`config.mk`:
```
export PLATFORM = sky130hd
export DESIGN_NAME = rr_burst_arbiter
export DESIGN_NICKNAME = d
export VERILOG_FILES = /design/src/rtl/rr_pkg.sv /design/src/rtl/rr_pick.sv /design/src/rtl/rr_burst_arbiter.sv
export SDC_FILE = /design/constraint.sdc
export NUM_CORES = 1
export LEC_CHECK = 0
export BUFFER_PORTS_ARGS = -buffer_cell sky130_fd_sc_hd__buf_2
export CAP_MARGIN = 20
export CORE_MARGIN = 3
export CORE_UTILIZATION = 40
export DETAILED_ROUTE_END_ITERATION = 7
export GPL_TIMING_DRIVEN = 1
export SYNTH_ARGS = -nofsm -noshare
export SYNTH_HDL_FRONTEND = slang
export SYNTH_HIERARCHICAL = 1
export SYNTH_SLANG_ARGS = --single-unit
```
`constraint.sdc`:
```
create_clock -name i_clk -period 2.6 [get_ports i_clk]
set_input_delay 0.52 -clock i_clk [delete_from_list [all_inputs] [get_ports i_clk]]
set_output_delay 0.52 -clock i_clk [all_outputs]
set_load 0.03 [all_outputs]
```
`src/rtl/rr_pkg.sv`:
```
// Shared types and helpers for the round-robin burst arbiter.
package rr_pkg;

  typedef enum logic {
    IDLE = 1'b0,
    OWN  = 1'b1
  } state_t;

  // Width of a binary index into n requesters (never below 1 bit).
  function automatic int idx_width(input int n);
    return (n > 1) ? $clog2(n) : 1;
  endfunction

endpackage

```
`src/rtl/rr_pick.sv`:
```
// Combinational round-robin picker: first set request at or after ptr, wrapping.
module rr_pick
  import rr_pkg::*;
#(
  parameter int N = 8,
  parameter int M = idx_width(N)
) (
  input  logic [N-1:0] req,
  input  logic [M-1:0] ptr,
  output logic [N-1:0] pick,
  output logic [M-1:0] pick_id,
  output logic         any
);

  localparam logic [N-1:0] ONE = {{(N-1){1'b0}}, 1'b1};

  logic [2*N-1:0] req_dbl;
  logic [2*N-1:0] iso_dbl;
  logic [N-1:0]   rot;
  logic [N-1:0]   iso;

  // Rotate so ptr lands on bit 0, keep the lowest set bit, rotate back.
  assign req_dbl = {req, req} >> ptr;
  assign rot     = req_dbl[N-1:0];
  assign iso     = rot & (~rot + ONE);
  assign iso_dbl = {iso, iso} << ptr;
  assign pick    = iso_dbl[2*N-1:N];
  assign any     = |req;

  always_comb begin
    pick_id = '0;
    for (int i = 0; i < N; i++) begin
      if (pick[i]) pick_id = M'(i);
    end
  end

endmodule

```
`src/rtl/rr_burst_arbiter.sv`:
```
// Round-robin arbiter that holds each grant for a burst of beats, capped at MAX_BURST.
module rr_burst_arbiter
  import rr_pkg::*;
#(
  parameter  int N         = 8,
  parameter  int MAX_BURST = 16,
  localparam int M         = idx_width(N),
  localparam int B         = $clog2(MAX_BURST + 1)
) (
  input  logic         i_clk,
  input  logic         i_rstn,
  input  logic         i_en,
  input  logic [N-1:0] i_req,
  input  logic         i_beat,
  input  logic         i_last,
  output logic [N-1:0] o_gnt,
  output logic [M-1:0] o_gnt_id,
  output logic         o_busy,
  output logic [B-1:0] o_beat_cnt
);

  localparam logic [B-1:0] CAP_LAST = B'(MAX_BURST - 1);
  localparam logic [M-1:0] LAST_ID  = M'(N - 1);

  state_t       state_reg, state_next;
  logic [M-1:0] ptr_reg, ptr_next;
  logic [N-1:0] gnt_reg, gnt_next;
  logic [M-1:0] gnt_id_reg, gnt_id_next;
  logic         busy_reg, busy_next;
  logic [B-1:0] beat_cnt_reg, beat_cnt_next;
  logic         grant_end;

  logic [N-1:0] pick;
  logic [M-1:0] pick_id;
  logic         pick_any;

  rr_pick #(.N(N), .M(M)) u_pick (
    .req     (i_req),
    .ptr     (ptr_reg),
    .pick    (pick),
    .pick_id (pick_id),
    .any     (pick_any)
  );

  always_ff @(posedge i_clk or negedge i_rstn) begin
    if (!i_rstn) begin
      state_reg    <= IDLE;
      ptr_reg      <= '0;
      gnt_reg      <= '0;
      gnt_id_reg   <= '0;
      busy_reg     <= 1'b0;
      beat_cnt_reg <= '0;
    end else begin
      state_reg    <= state_next;
      ptr_reg      <= ptr_next;
      gnt_reg      <= gnt_next;
      gnt_id_reg   <= gnt_id_next;
      busy_reg     <= busy_next;
      beat_cnt_reg <= beat_cnt_next;
    end
  end

  always_comb begin
    state_next    = state_reg;
    ptr_next      = ptr_reg;
    gnt_next      = gnt_reg;
    gnt_id_next   = gnt_id_reg;
    busy_next     = busy_reg;
    beat_cnt_next = beat_cnt_reg;
    grant_end     = 1'b0;
    case (state_reg)
      IDLE: begin
        if (i_en && pick_any) begin
          state_next    = OWN;
          gnt_next      = pick;
          gnt_id_next   = pick_id;
          busy_next     = 1'b1;
          beat_cnt_next = '0;
        end
      end
      OWN: begin
        // An abandoned request ends the grant even if a beat is accepted this cycle.
        grant_end = !i_req[gnt_id_reg] ||
                    (i_beat && (i_last || (beat_cnt_reg == CAP_LAST)));
        if (grant_end) begin
          state_next    = IDLE;
          gnt_next      = '0;
          gnt_id_next   = '0;
          busy_next     = 1'b0;
          beat_cnt_next = '0;
          ptr_next      = (gnt_id_reg == LAST_ID) ? '0 : gnt_id_reg + M'(1);
        end else if (i_beat) begin
          beat_cnt_next = beat_cnt_reg + B'(1);
        end
      end
      default: state_next = IDLE;
    endcase
  end

  assign o_gnt      = gnt_reg;
  assign o_gnt_id   = gnt_id_reg;
  assign o_busy     = busy_reg;
  assign o_beat_cnt = beat_cnt_reg;

endmodule

```
# == Word-level counts from Yosys, hierarchy flattened ==
# Index checks and enable logic that the tools add are counted.
# op_classes
add_sub_neg,3
magnitude_cmp,1
n_eq_ne,5
shifts,2
muxes,26
bitwise,3
reduce_logical,9
# op_table
cell,n
two-way mux 3 bit,7
two-way mux 8 bit,2
case mux 8 bit (2 select lines),1
left shift 16 x 3 -> 16 bit,1
right shift 16 x 3 -> 8 bit,1
two-way mux 5 bit,3
case mux 5 bit (2 select lines),1
adder 8 x 1 -> 8 bit (second input constant),1
bitwise AND 8 bit,1
inverter 8 bit,1
OR reduction 8 bit,1
two-way mux 1 bit,6
case mux 3 bit (2 select lines),1
AND reduction 2 bit,3
adder 5 x 1 -> 5 bit (second input constant),1
equality test 5 x 4 -> 1 bit (second input constant),1
< comparator 3 x 4 -> 1 bit (second input constant),1
two-way mux 2 bit,2
case mux 1 bit (2 select lines),2
adder 3 x 1 -> 3 bit (second input constant),1
binary-select mux 1 bit (select 3 bit),1
equality test 3 bit (second input constant),1
!= test 3 x 2 -> 1 bit (second input constant),1
logical AND 1 bit,2
5 further kinds,6
# word_totals
register_bits,21
input_bits,13
output_inout_bits,17
word_cells,55

# == Depth between registers and ports, before layout ==
# Gate-level depths: netlist (run 1).
# logic_depth
ltp_word,14
ltp_mapped,11
ltp_nobuf,8

# == By module ==
# Netlist (run 1), hierarchy kept.
# modules_own_cells
module,n_inst,cells_per_inst,area_each_um2,seq_area_each_um2
rr_burst_arbiter,1,103,1092.3,525.5
rr_pick,1,85,747.0,0.0

# == Worst setup path before layout (run 1) ==
# No wires, ideal clock.
# synth_path
path_type,input to register
start,input i_req[7]
end,register gnt_id_reg[2] (netlist: o_gnt_id[2])
setup_time_ns,0.067
arrival_ns,2.566
setup_slack_ns,-0.033
path_stages,8
path_buffers,1
cell_sequence,mux4_2 mux2_2 or3_1 buf_2 or3_1 a22oi_2 nand4bb_1 a22o_1
# synth_via
word_cells_on_any_way,20
cone_classes,1 x add/sub; 2 x eq/ne; 2 x shift; 8 x mux; 2 x bitwise; 5 x reduce/logical
# synth_rtl
element,line,text
"start, declared",rr_burst_arbiter.sv:13,"input logic [N-1:0] i_req,"
right shift 16 x 3 -> 8 bit (*),rr_pick.sv:23,"assign req_dbl = {req, req} >> ptr;"
inverter 8 bit,rr_pick.sv:25,assign iso = rot & (~rot + ONE);
adder 8 x 1 -> 8 bit,rr_pick.sv:25,
bitwise AND 8 bit (*),rr_pick.sv:25,
left shift 16 x 3 -> 16 bit (*),rr_pick.sv:26,"assign iso_dbl = {iso, iso} << ptr;"
net pick[6],rr_burst_arbiter.sv:33,logic [N-1:0] pick;
two-way mux 3 bit (*) (2 in a row),rr_pick.sv:33,if (pick[i]) pick_id = M'(i);
net pick_id[2],rr_burst_arbiter.sv:34,logic [M-1:0] pick_id;
two-way mux 3 bit (*),rr_burst_arbiter.sv:73,if (i_en && pick_any) begin
case mux 3 bit (2 select lines) (*),rr_burst_arbiter.sv:71,case (state_reg)
"end signal, assigned",rr_burst_arbiter.sv:57,gnt_id_reg <= gnt_id_next;
"end, declared",rr_burst_arbiter.sv:28,"logic [M-1:0] gnt_id_reg, gnt_id_next;"
# Mark *: on every way through the listed nets, which the timed path passes. The rest lies on a longest branch. The select of a mux whose other input is x is not followed.
# A chain may end at the register's enable or synchronous reset.

# == Final worst setup path (run 1) ==
# layout_path
start,register ptr_reg[2]
end,register gnt_reg[0] (netlist: o_gnt[0])
# layout_via
elab_chain_len,7
# layout_rtl
element,line,text
"start, declared",rr_burst_arbiter.sv:26,"logic [M-1:0] ptr_reg, ptr_next;"
"start signal, assigned",rr_burst_arbiter.sv:55,ptr_reg <= ptr_next;
right shift 16 x 3 -> 8 bit,rr_pick.sv:23,
inverter 8 bit,rr_pick.sv:25,
adder 8 x 1 -> 8 bit,rr_pick.sv:25,
bitwise AND 8 bit,rr_pick.sv:25,
left shift 16 x 3 -> 16 bit (*),rr_pick.sv:26,
net pick[0],rr_burst_arbiter.sv:33,
two-way mux 8 bit (*),rr_burst_arbiter.sv:73,
case mux 8 bit (2 select lines) (*),rr_burst_arbiter.sv:71,
"end signal, assigned",rr_burst_arbiter.sv:56,gnt_reg <= gnt_next;
"end, declared",rr_burst_arbiter.sv:27,"logic [N-1:0] gnt_reg, gnt_next;"
# Marked as above.

==> results.cfg, run 1 <==
[cells_and_area]
stdcell_count = 294
area_growth_pct = 27.4
drive_gt1_share_pct = 40.5
fillers = 407
nets = 260
seq_area_sq_um = 528
antennaDiodeCount = 0
multi_input_area_sq_mm = 0.00128
largest_register_ffs = 8
stdcell_area_sq_mm = 0.00234

[synth]
yosysUniqueCellTypes = 49
syn_area_sq_mm = 0.00184
avgSynthCellArea_sq_um = 9.78
ys_seq_area_share_pct = 28.6
syn_inst = 188
yosys_warnings = 6
ys_seq_elements = 21
synth.net_count = 205
synth_edf_count = 0
synthFlopType = dfrtp_1
synthArstFlopShare_pct = 100

[setup_path]
startpoint_type = flop
cp_num_buf_inv = 0
cpLargestDelayFamily = multiplexers
slowest_delay_ns = 0.57
critical_path.slowest_cell = mux4_2
path_class = flop to flop
path_cells = mux4_2 > mux2_4 > or3_4 > or2_4 > a21oi_2 > o31a_1 > mux2i_1 > o22ai_1
critPathRequiredTime_ns = 2.78
crit_fanout = 6
arrival_ns = 2.77
cp-end-kind = flop

[sta]
finalSetupViolCount = 0
final_max_slew_viol_count = 0
fin_tns_setup_ns = 0
worst_pin_slew_ns = 0.502
clock.fmax_mhz = 386
relSlewSlack_pct = 66.4
rsz0062_at_grt = true
finalClockSkew_ns = 0.00317
min_period_ns = 2.59
finalHoldViolations = 0
fin_crit_sh_pct = 99.6

[die]
ioPinCount = 30
core_area_sq_mm = 0.00438
fp.dieW_um = 73.8
num_rows = 24
dieArea_sq_mm = 0.00545
start_util_pct = 42.0
dieHeight_um = 73.8

[clock_tree]
insertion_delay_ns = 0.26
htreeDepth = 1
numCtsBuffers = 3
cts_tree = built
cts_root_buffer = clkbuf_8
clock_path_buffers = 2
clock-sinks = 21
path_clk_slew_ns = 0.08
ctsHoldBuffers = 0

[routing]
drt-total-wl_um = 4700
drc_errors = 0
viasPerCell = 5.85
dr.pass1.iters = 4
ant_nets = 0
via_count = 1719
drt_iter0_drc = 185
wl_per_cell_um = 16.0

[global_route]
grt.busiest_layer = met2
met1_usage_pct = 27.0
grt_usage_pct = 18.6
grt_pass1_wl_um = 7850
grt.met2_usage_pct = 27.7
first_global_vias = 1658
grt.overflow.total = 0
grtUsageMet3_pct = 3.83
grt_max_degree = 22
antenna_found_initial = 0

[place]
dp_hpwl_um = 3520
routabilityCongestion = 0.864
postPlaceCellArea_sq_mm = 0.00222
place_inst = 287
portBuffers = 29

[run_status]
status = finished clean

[power]
p_per_area_mw_per_mm2 = 998
ir_drop_mv = 0.663
leakage_nw = 1.06

[min_path]
hold_path_class = primary input to asynchronous set/reset pin

[run]
cap_violations = 0
[logic make-up (layout without fill, tap and decap cells)]
logic type,Yosys count,after routing,share of synthesized area [%]
DFF,21,21,28.6
muxes,37,37,27.5
and+or+nand+nor,57,57,15.9
buffers and inverters,21,75,5.37
adders and majority gates,4,4,2.72
AOI/OAI and AO/OA,48,48,20.0
[metal layers]
| layer | up-vias | wire length [um] |
|---|---|---|
| met5 | - | 0 |
| met4 | 0 | 66 |
| met3 | 10 | 197 |
| met1 | 828 | 2260 |
| met2 | 33 | 2170 |
| li1 | 848 | - |
[cells in the final DEF (no fill, tap or decap), types with 4 or more instances in the layout]
cell / count
nor2_1: 7
ha_1: 4
o22ai_1: 10
nand2_1: 22
a22o_1: 4
mux2i_1: 18
mux4_2: 10
o21ai_0: 4
buf_2: 29
inv_1: 6
dfrtp_1: 19
a21oi_1: 6
buf_4: 33
[synth_stat cells (3+ instances only)]
| library cell | instances | share of area [%] |
|---|---|---|
| or3_1 | 4 | 1.4 |
| nor2_1 | 7 | 1.4 |
| o22ai_1 | 10 | 3.4 |
| buf_2 | 4 | 1.1 |
| nor4_1 | 3 | 1.0 |
| and2_1 | 3 | 1.0 |
| mux2_1 | 3 | 1.8 |
| a21oi_1 | 7 | 1.9 |
| o21ai_0 | 4 | 1.1 |
| nand2_1 | 22 | 4.5 |
| clkbuf_1 | 4 | 0.82 |
| a22o_1 | 4 | 1.9 |
| inv_1 | 6 | 1.2 |
| dfrtp_1 | 21 | 29 |
| mux2i_1 | 19 | 10 |
| a2111oi_0 | 3 | 1.4 |
| nor3_1 | 3 | 0.82 |
| mux4_2 | 10 | 12 |
| ha_1 | 4 | 2.7 |
| a211o_1 | 3 | 1.4 |
| mux2_2 | 5 | 3.1 |
[stage by stage]
| step | hold WS (ns) | total power, mW | worst slack (ns) | util, % |
|---|---|---|---|---|
| after floorplan | 0.224 | 1.60 | -0.00224 | - |
| after global placement | 0.507 | 2.01 | -0.163 | 50.6 |
| after detailed placement | 0.508 | 2.02 | -0.195 | 50.6 |
| after CTS | 0.222 | 2.27 | 0.0175 | 52.1 |
| after global routing | 0.230 | 2.53 | -0.0986 | 53.5 |
| final | 0.204 | 2.34 | 0.0102 | 53.5 |
[worst reg2reg max path, cell delays in order, from the launching register on]
cell and delay (ns):
dfrtp_2 0.44, mux4_2 0.57, mux2_4 0.30, or3_4 0.43
or2_4 0.26, a21oi_2 0.12, o31a_1 0.17, mux2i_1 0.07
o22ai_1 0.15
[cell type report]
cell class / instances / share of cell area [%]
Tap cell: 52 / 2.78
Timing Repair Buffer: 62 / 16.8
Multi-Input combinational cell: 146 / 54.6
Inverter: 9 / 1.44
Sequential cell: 21 / 22.5
Clock buffer: 4 / 1.92
[final timing paths]
check	startpoint	end	slack, ns	cells after the start
setup / recovery	ptr_reg[2]	o_gnt[0]	0.01	8
hold / removal	i_rstn	o_gnt[5]	0.20	1
setup reg to reg	ptr_reg[2]	o_gnt[0]	0.01	8
hold reg to reg	o_beat_cnt[4]	o_beat_cnt[4]	0.53	1
max in group asynchronous	i_rstn	ptr_reg[2]	2.04	1
min in group i_clk	o_beat_cnt[4]	o_beat_cnt[4]	0.53	1
[report_power, final]
part | internal (mW) | total (mW) | switching (mW)
Clock | 0.109 | 0.213 | 0.104
Combinational | 0.725 | 1.55 | 0.830
Sequential | 0.432 | 0.570 | 0.137
Total | 1.27 | 2.34 | 1.07
[what timing repair did]
action / CTS / global route
gates resized for setup: 4 / 13
pin swaps: 0 / 6
buffers inserted: 1 / 3
hold endpoints to repair: 0 / 0
setup endpoints to repair: 10 / 9
Power figures use the tool's default switching activity.
==> inputs of run 2 (changes only) <==
--- a/config.mk
+++ b/config.mk
@@ -11,6 +11,7 @@
 export CORE_UTILIZATION = 40
 export DETAILED_ROUTE_END_ITERATION = 7
 export GPL_TIMING_DRIVEN = 1
+export REMOVE_ABC_BUFFERS = 1
 export SYNTH_ARGS = -nofsm -noshare
 export SYNTH_HDL_FRONTEND = slang
 export SYNTH_HIERARCHICAL = 1
==> run 2 against run 1 <==
Maximum frequency fell by 0.38%. Final area rose by 2.0%. Critical path depth fell by 1. Non-clock buffer count rose by 11. Count of clock-buffer cells in the layout did not move. Final cell count rose by 3.7%. Via count rose by 3.1%. Setup slack got worse by 0.0099 ns. Clock power barely moved. Critical path type unchanged.
==> results.cfg, run 2 (same netlist as run 1, synthesis figures left out) <==
[routing]
drt-total-wl_um = 4810
drc_errors = 0
drt_iter0_drc = 81
dr.pass1.iters = 4
wl_per_cell_um = 15.8
via_count = 1773
ant_nets = 0
viasPerCell = 5.81

[power]
p_total_mw = 2.32
ir_drop_mv = 0.648
p_per_area_mw_per_mm2 = 969
leakage_nw = 1.10

[clock_tree]
htreeDepth = 1
ctsHoldBuffers = 0
clock_path_buffers = 2
cts_tree = built
path_clk_slew_ns = 0.07
insertion_delay_ns = 0.26
clock-sinks = 21
numCtsBuffers = 3
cts_root_buffer = clkbuf_8

[die]
dieHeight_um = 73.8
dieArea_sq_mm = 0.00545
core_area_sq_mm = 0.00438
num_rows = 24
fp.dieW_um = 73.8
start_util_pct = 42.0
ioPinCount = 30

[place]
dp_hpwl_um = 3680
postPlaceCellArea_sq_mm = 0.00230
routabilityCongestion = 0.880
portBuffers = 29

[cells_and_area]
final_common_cell = buf_4
nets = 271
antennaDiodeCount = 0
drive_gt1_share_pct = 41.1
area_growth_pct = 29.9
stdcell_area_sq_mm = 0.00239
fillers = 422
largest_register_ffs = 8
utilization_pct = 54.5
layout_common_cells = buf_4 (44), buf_2 (29), nand2_1 (22)

[min_path]
hold_path_class = primary input to asynchronous set/reset pin

[sta]
finalSetupViolCount = 0
clock.fmax_mhz = 385
final_max_slew_viol_count = 0
worst_pin_slew_ns = 0.535
fin_crit_sh_pct = 100
rsz0062_at_grt = true
min_period_ns = 2.60
holdWs_ns = 0.206
relSlewSlack_pct = 63.4
finalHoldViolations = 0
finalClockSkew_ns = 0.00164

[setup_path]
crit_fanout = 8
path_class = flop to flop
worstRegToRegCells = 7
cp-end-kind = flop
startpoint_type = flop
cp_num_buf_inv = 0
path_cells = mux4_2 > mux2_4 > or3_4 > or3_1 > a22oi_2 > nand4bb_1 > a22o_1
critPathRequiredTime_ns = 2.80
critical_path.slowest_cell = mux4_2
slowest_delay_ns = 0.56
cpLargestDelayFamily = simple AND/OR/NAND/NOR gates
rr_startpoint = ptr_reg[1]
regToRegSetupSlack_ns = 0.0004
arrival_ns = 2.80
rr_endpoint = o_gnt_id[2]

[global_route]
grt_max_degree = 22
grt_pass1_wl_um = 8270
grtUsageMet3_pct = 3.42
grt.overflow.total = 0
grt.busiest_layer = met2
antenna_found_initial = 0
met1_usage_pct = 27.8
grt.met2_usage_pct = 31.3
grt_usage_pct = 19.6
first_global_vias = 1734

[run]
cap_violations = 0

[run_status]
status = finished clean
-- run 2: cell count changes in the layout (fill, tap and decap cells not counted), sizes merged --
cell and change:
buf +11
-- run 2: worst max-delay path by stage --
stage          startpoint           to  slack (ns)  cells after the start
4_1_cts        ptr_reg[1]  o_gnt_id[2]      0.0003                      7
2_1_floorplan  ptr_reg[1]  o_gnt_id[2]       -0.40                      7
3_5_place_dp     i_req[0]  o_gnt_id[2]       -0.19                      8
5_1_grt        ptr_reg[1]  o_gnt_id[2]       -0.12                      7
6_report       ptr_reg[1]  o_gnt_id[2]      0.0004                      7
3_3_place_gp     i_req[0]  o_gnt_id[2]       -0.13                      8
-- run 2: metrics by stage --
step / std cells / setup WS, ns / TNS (ns)
2_1_floorplan: 176 / -0.401 / -2.88
3_3_place_gp: 299 / -0.130 / -0.590
3_5_place_dp: 299 / -0.189 / -0.835
4_1_cts: 305 / 0.000318 / 0
5_1_grt: 305 / -0.116 / -0.532
6_report: 305 / 0.000363 / 0
-- run 2: report_power, final --
part	switching [mW]	internal, mW	total [mW]	leakage (nW)
combinational	0.804	0.725	1.53	0.805
clock	0.106	0.109	0.215	0.0228
sequential	0.139	0.432	0.572	0.275
total	1.05	1.27	2.32	1.10
-- run 2: cell type report --
| class | instances | area, sq um | share of cell area [%] |
|---|---|---|---|
| multi-input cells | 146 | 1240 | 52.0 |
| repair buffers | 73 | 475 | 19.9 |
| well taps | 52 | 65.1 | 2.72 |
| clock buffers | 4 | 45.0 | 1.88 |
| inverters | 9 | 33.8 | 1.41 |
| flip-flops and latches | 21 | 528 | 22.1 |
-- run 2: routing by layer --
metal  part of all wire (%)  vias up
met1                     50      869
met4                   0.52        0
li1                       -      867
met5                      0        -
met3                    3.4        4
met2                     46       33
-- run 2: what timing repair did --
item                       4_1_cts  5_1_grt
buffers inserted                 2        0
setup endpoints to repair       10        9
gates cloned                     0        0
resized for setup                3        5
pin swaps                        1        1
==> inputs of run 3 (changes only) <==
--- a/config.mk
+++ b/config.mk
@@ -5,8 +5,10 @@
 export SDC_FILE = /design/constraint.sdc
 export NUM_CORES = 1
 export LEC_CHECK = 0
+export ABC_AREA = 1
 export BUFFER_PORTS_ARGS = -buffer_cell sky130_fd_sc_hd__buf_2
 export CAP_MARGIN = 20
+export CORE_ASPECT_RATIO = 0.9
 export CORE_MARGIN = 3
 export CORE_UTILIZATION = 40
 export DETAILED_ROUTE_END_ITERATION = 7
==> run 3 against run 2 <==
Flip-flop and latch count unchanged. Combinational power is 27% higher. Synthesized cell count increased by 59%. Die area increased by 5.2%. Global-route usage down 2.8 points. Final cell count is 26% higher. Clock power is essentially flat. Area after synthesis is 5.6% higher. Maximum frequency up 16%. Critical path depth increased by 9. Via count is 8.5% higher. Highest routed layer unchanged.
==> results.cfg, run 3 <==
[global_route]
grt_max_degree = 22
grt.overflow.total = 0
grt_pass1_wl_um = 7970
antenna_found_initial = 0
first_global_vias = 1733
grt_usage_pct = 16.8

[sta]
final_max_slew_viol_count = 0
holdWs_ns = 0.203
rsz0062_at_grt = false
fin_tns_setup_ns = 0
relSlewSlack_pct = 57.7
finalHoldViolations = 0
clock.fmax_mhz = 447
worst_pin_slew_ns = 0.631
fin_crit_sh_pct = 86.0
finalSetupViolCount = 0
min_period_ns = 2.24
finalClockSkew_ns = 0.00416

[die]
dieArea_sq_mm = 0.00573
core_area_sq_mm = 0.00458
fp.dieW_um = 79.5
start_util_pct = 42.5
dieHeight_um = 72.1
ioPinCount = 30
num_rows = 23

[synth]
ys_seq_area_share_pct = 27.0
synthFlopType = dfrtp_1
synth_common_cells = nand2_1 (104), nand3_1 (70), dfrtp_1 (21)
synth_most_common_cell = nand2_1
avgSynthCellArea_sq_um = 6.50
synthArstFlopShare_pct = 100
ys_seq_elements = 21
synth_top_area_cell = dfrtp_1
ys_top_cells_by_area = dfrtp_1 (27%), nand2_1 (20%), nand3_1 (18%)
yosysUniqueCellTypes = 29
yosys_warnings = 6
syn_area_sq_mm = 0.00194
synth_edf_count = 0
synth_top_area_share_pct = 27.0
syn_inst = 299

[setup_path]
cpLargestDelayFamily = simple AND/OR/NAND/NOR gates
slowest_delay_ns = 0.49
cp.depth = 16
regToRegSetupSlack_ns = 0.36
rr_endpoint = o_gnt_id[0]
worstRegToRegCells = 16
rr_startpoint = ptr_reg[0]
startpoint_type = flop
path_class = flop to flop
crit_fanout = 14
path_cells = inv_2 > nand2_1 > nand3_1 > nand2_1 > nand2_1 > nand2_2 > nand2_2 > inv_2 > nand4_1 > nand3_1 > nand3_1 > nand2_2 > nor2_1 > nand3_1 > nand2_1 > nand2_1
critPathRequiredTime_ns = 2.75
cp-end-kind = flop
arrival_ns = 2.39
cp_num_buf_inv = 2
worst_path_most_repeated_cell = nand2_1
critical_path.slowest_cell = dfrtp_2

[power]
p_per_area_mw_per_mm2 = 1300
p_total_mw = 2.76
ir_drop_mv = 0.550
leakage_nw = 1.24

[clock_tree]
insertion_delay_ns = 0.26
numCtsBuffers = 3
post_cts_buffers = 0
clock-sinks = 21
htreeDepth = 1
cts_root_buffer = clkbuf_8
clock_path_buffers = 2
cts_tree = built
path_clk_slew_ns = 0.08

[run]
cap_violations = 0

[cells_and_area]
drive_gt1_share_pct = 23.1
multi_input_area_sq_mm = 0.00119
nets = 339
largest_register_ffs = 8
area_growth_pct = 9.34
final_common_cell = nand2_1
layout_common_cells = nand2_1 (104), nand3_1 (70), buf_2 (29)
fillers = 479
antennaDiodeCount = 0
seq_area_sq_um = 527

[place]
dp_hpwl_um = 3470
routabilityCongestion = 0.784
portBuffers = 29

[routing]
drt-total-wl_um = 4430
via_count = 1923
ant_nets = 0
drc_errors = 0
viasPerCell = 5.02
dr.pass1.iters = 4
drt_iter0_drc = 138
wl_per_cell_um = 11.6

[min_path]
hold_path_class = primary input to asynchronous set/reset pin

[run_status]
status = finished clean
==> run 3: cell types whose count changed in the layout (fill, tap and decap cells not counted), moves of 5 or more <==
cell	previous run	this run
buf_4	44	3
nand2_1	22	104
mux2i_1	19	0
nand2_2	0	13
a21oi_1	6	0
nand3_1	1	70
o22ai_1	10	0
mux4_2	10	0
nand3_2	0	5
inv_1	6	19
inv_2	1	10
nand4_1	2	7
==> run 3: worst reg2reg max path: cells and delay by family, from the launching register on <==
kind          cells  cell delay (ns)
flops             1             0.49
buf+inv           2             0.32
simple gates     14             1.32
==> run 3: layout make-up <==
type	instances	share of cell area (%)
multi-input combinational	234	56.0
sequential	21	24.8
timing repair buffer	32	7.89
inverter	30	5.54
tap	62	3.65
clock buffer	4	2.12
==> run 3: worst max path at each step <==
stage	startpoint	endpoint	slack (ns)
finish	ptr_reg[0]	o_gnt_id[0]	0.36
global route	ptr_reg[0]	o_gnt_id[0]	0.1
CTS	ptr_reg[0]	o_gnt_id[0]	0.27
detailed placement	ptr_reg[0]	o_gnt_id[0]	0.29
global placement	ptr_reg[0]	o_gnt_id[0]	0.27
floorplan	ptr_reg[0]	o_gnt_id[0]	0.42
==> run 3: power breakdown <==
part	internal, mW	leakage, nW	switching, mW
sequential	0.438	0.272	0.161
clock	0.109	0.0228	0.103
combinational	0.616	0.940	1.33
total	1.16	1.24	1.60
==> run 3: repair_timing <==
action	CTS	global route
setup endpoints to repair	0	2
gates resized for setup	0	1
hold buffers	0	0
==> run 3: metal layers <==
layer	global-route usage, %	part of all wire, %	vias up
met5	0	0	-
met4	1.72	0.29	0
met3	3.47	3.9	2
met2	25.0	43	34
met1	25.9	53	865
li1	-	-	1022
==> run 3: logic make-up after synthesis <==
family          after synthesis  synth area share [%]
compound gates               10                  3.22
xor+xnor                      2                 0.902
fa+ha+maj                     4                  2.58
buf+inv                      44                  11.7
simple gates                218                  54.5
flops                        21                  27.0
==> run 3: stage by stage <==
stage	util (%)	worst slack, ns	std cells	instance area, sq um
2_1_floorplan	-	0.417	285	1830
3_3_place_gp	45.4	0.270	379	2080
3_5_place_dp	45.4	0.288	379	2080
4_1_cts	46.4	0.273	383	2120
5_1_grt	46.4	0.0967	383	2120
6_report	46.4	0.363	383	2120
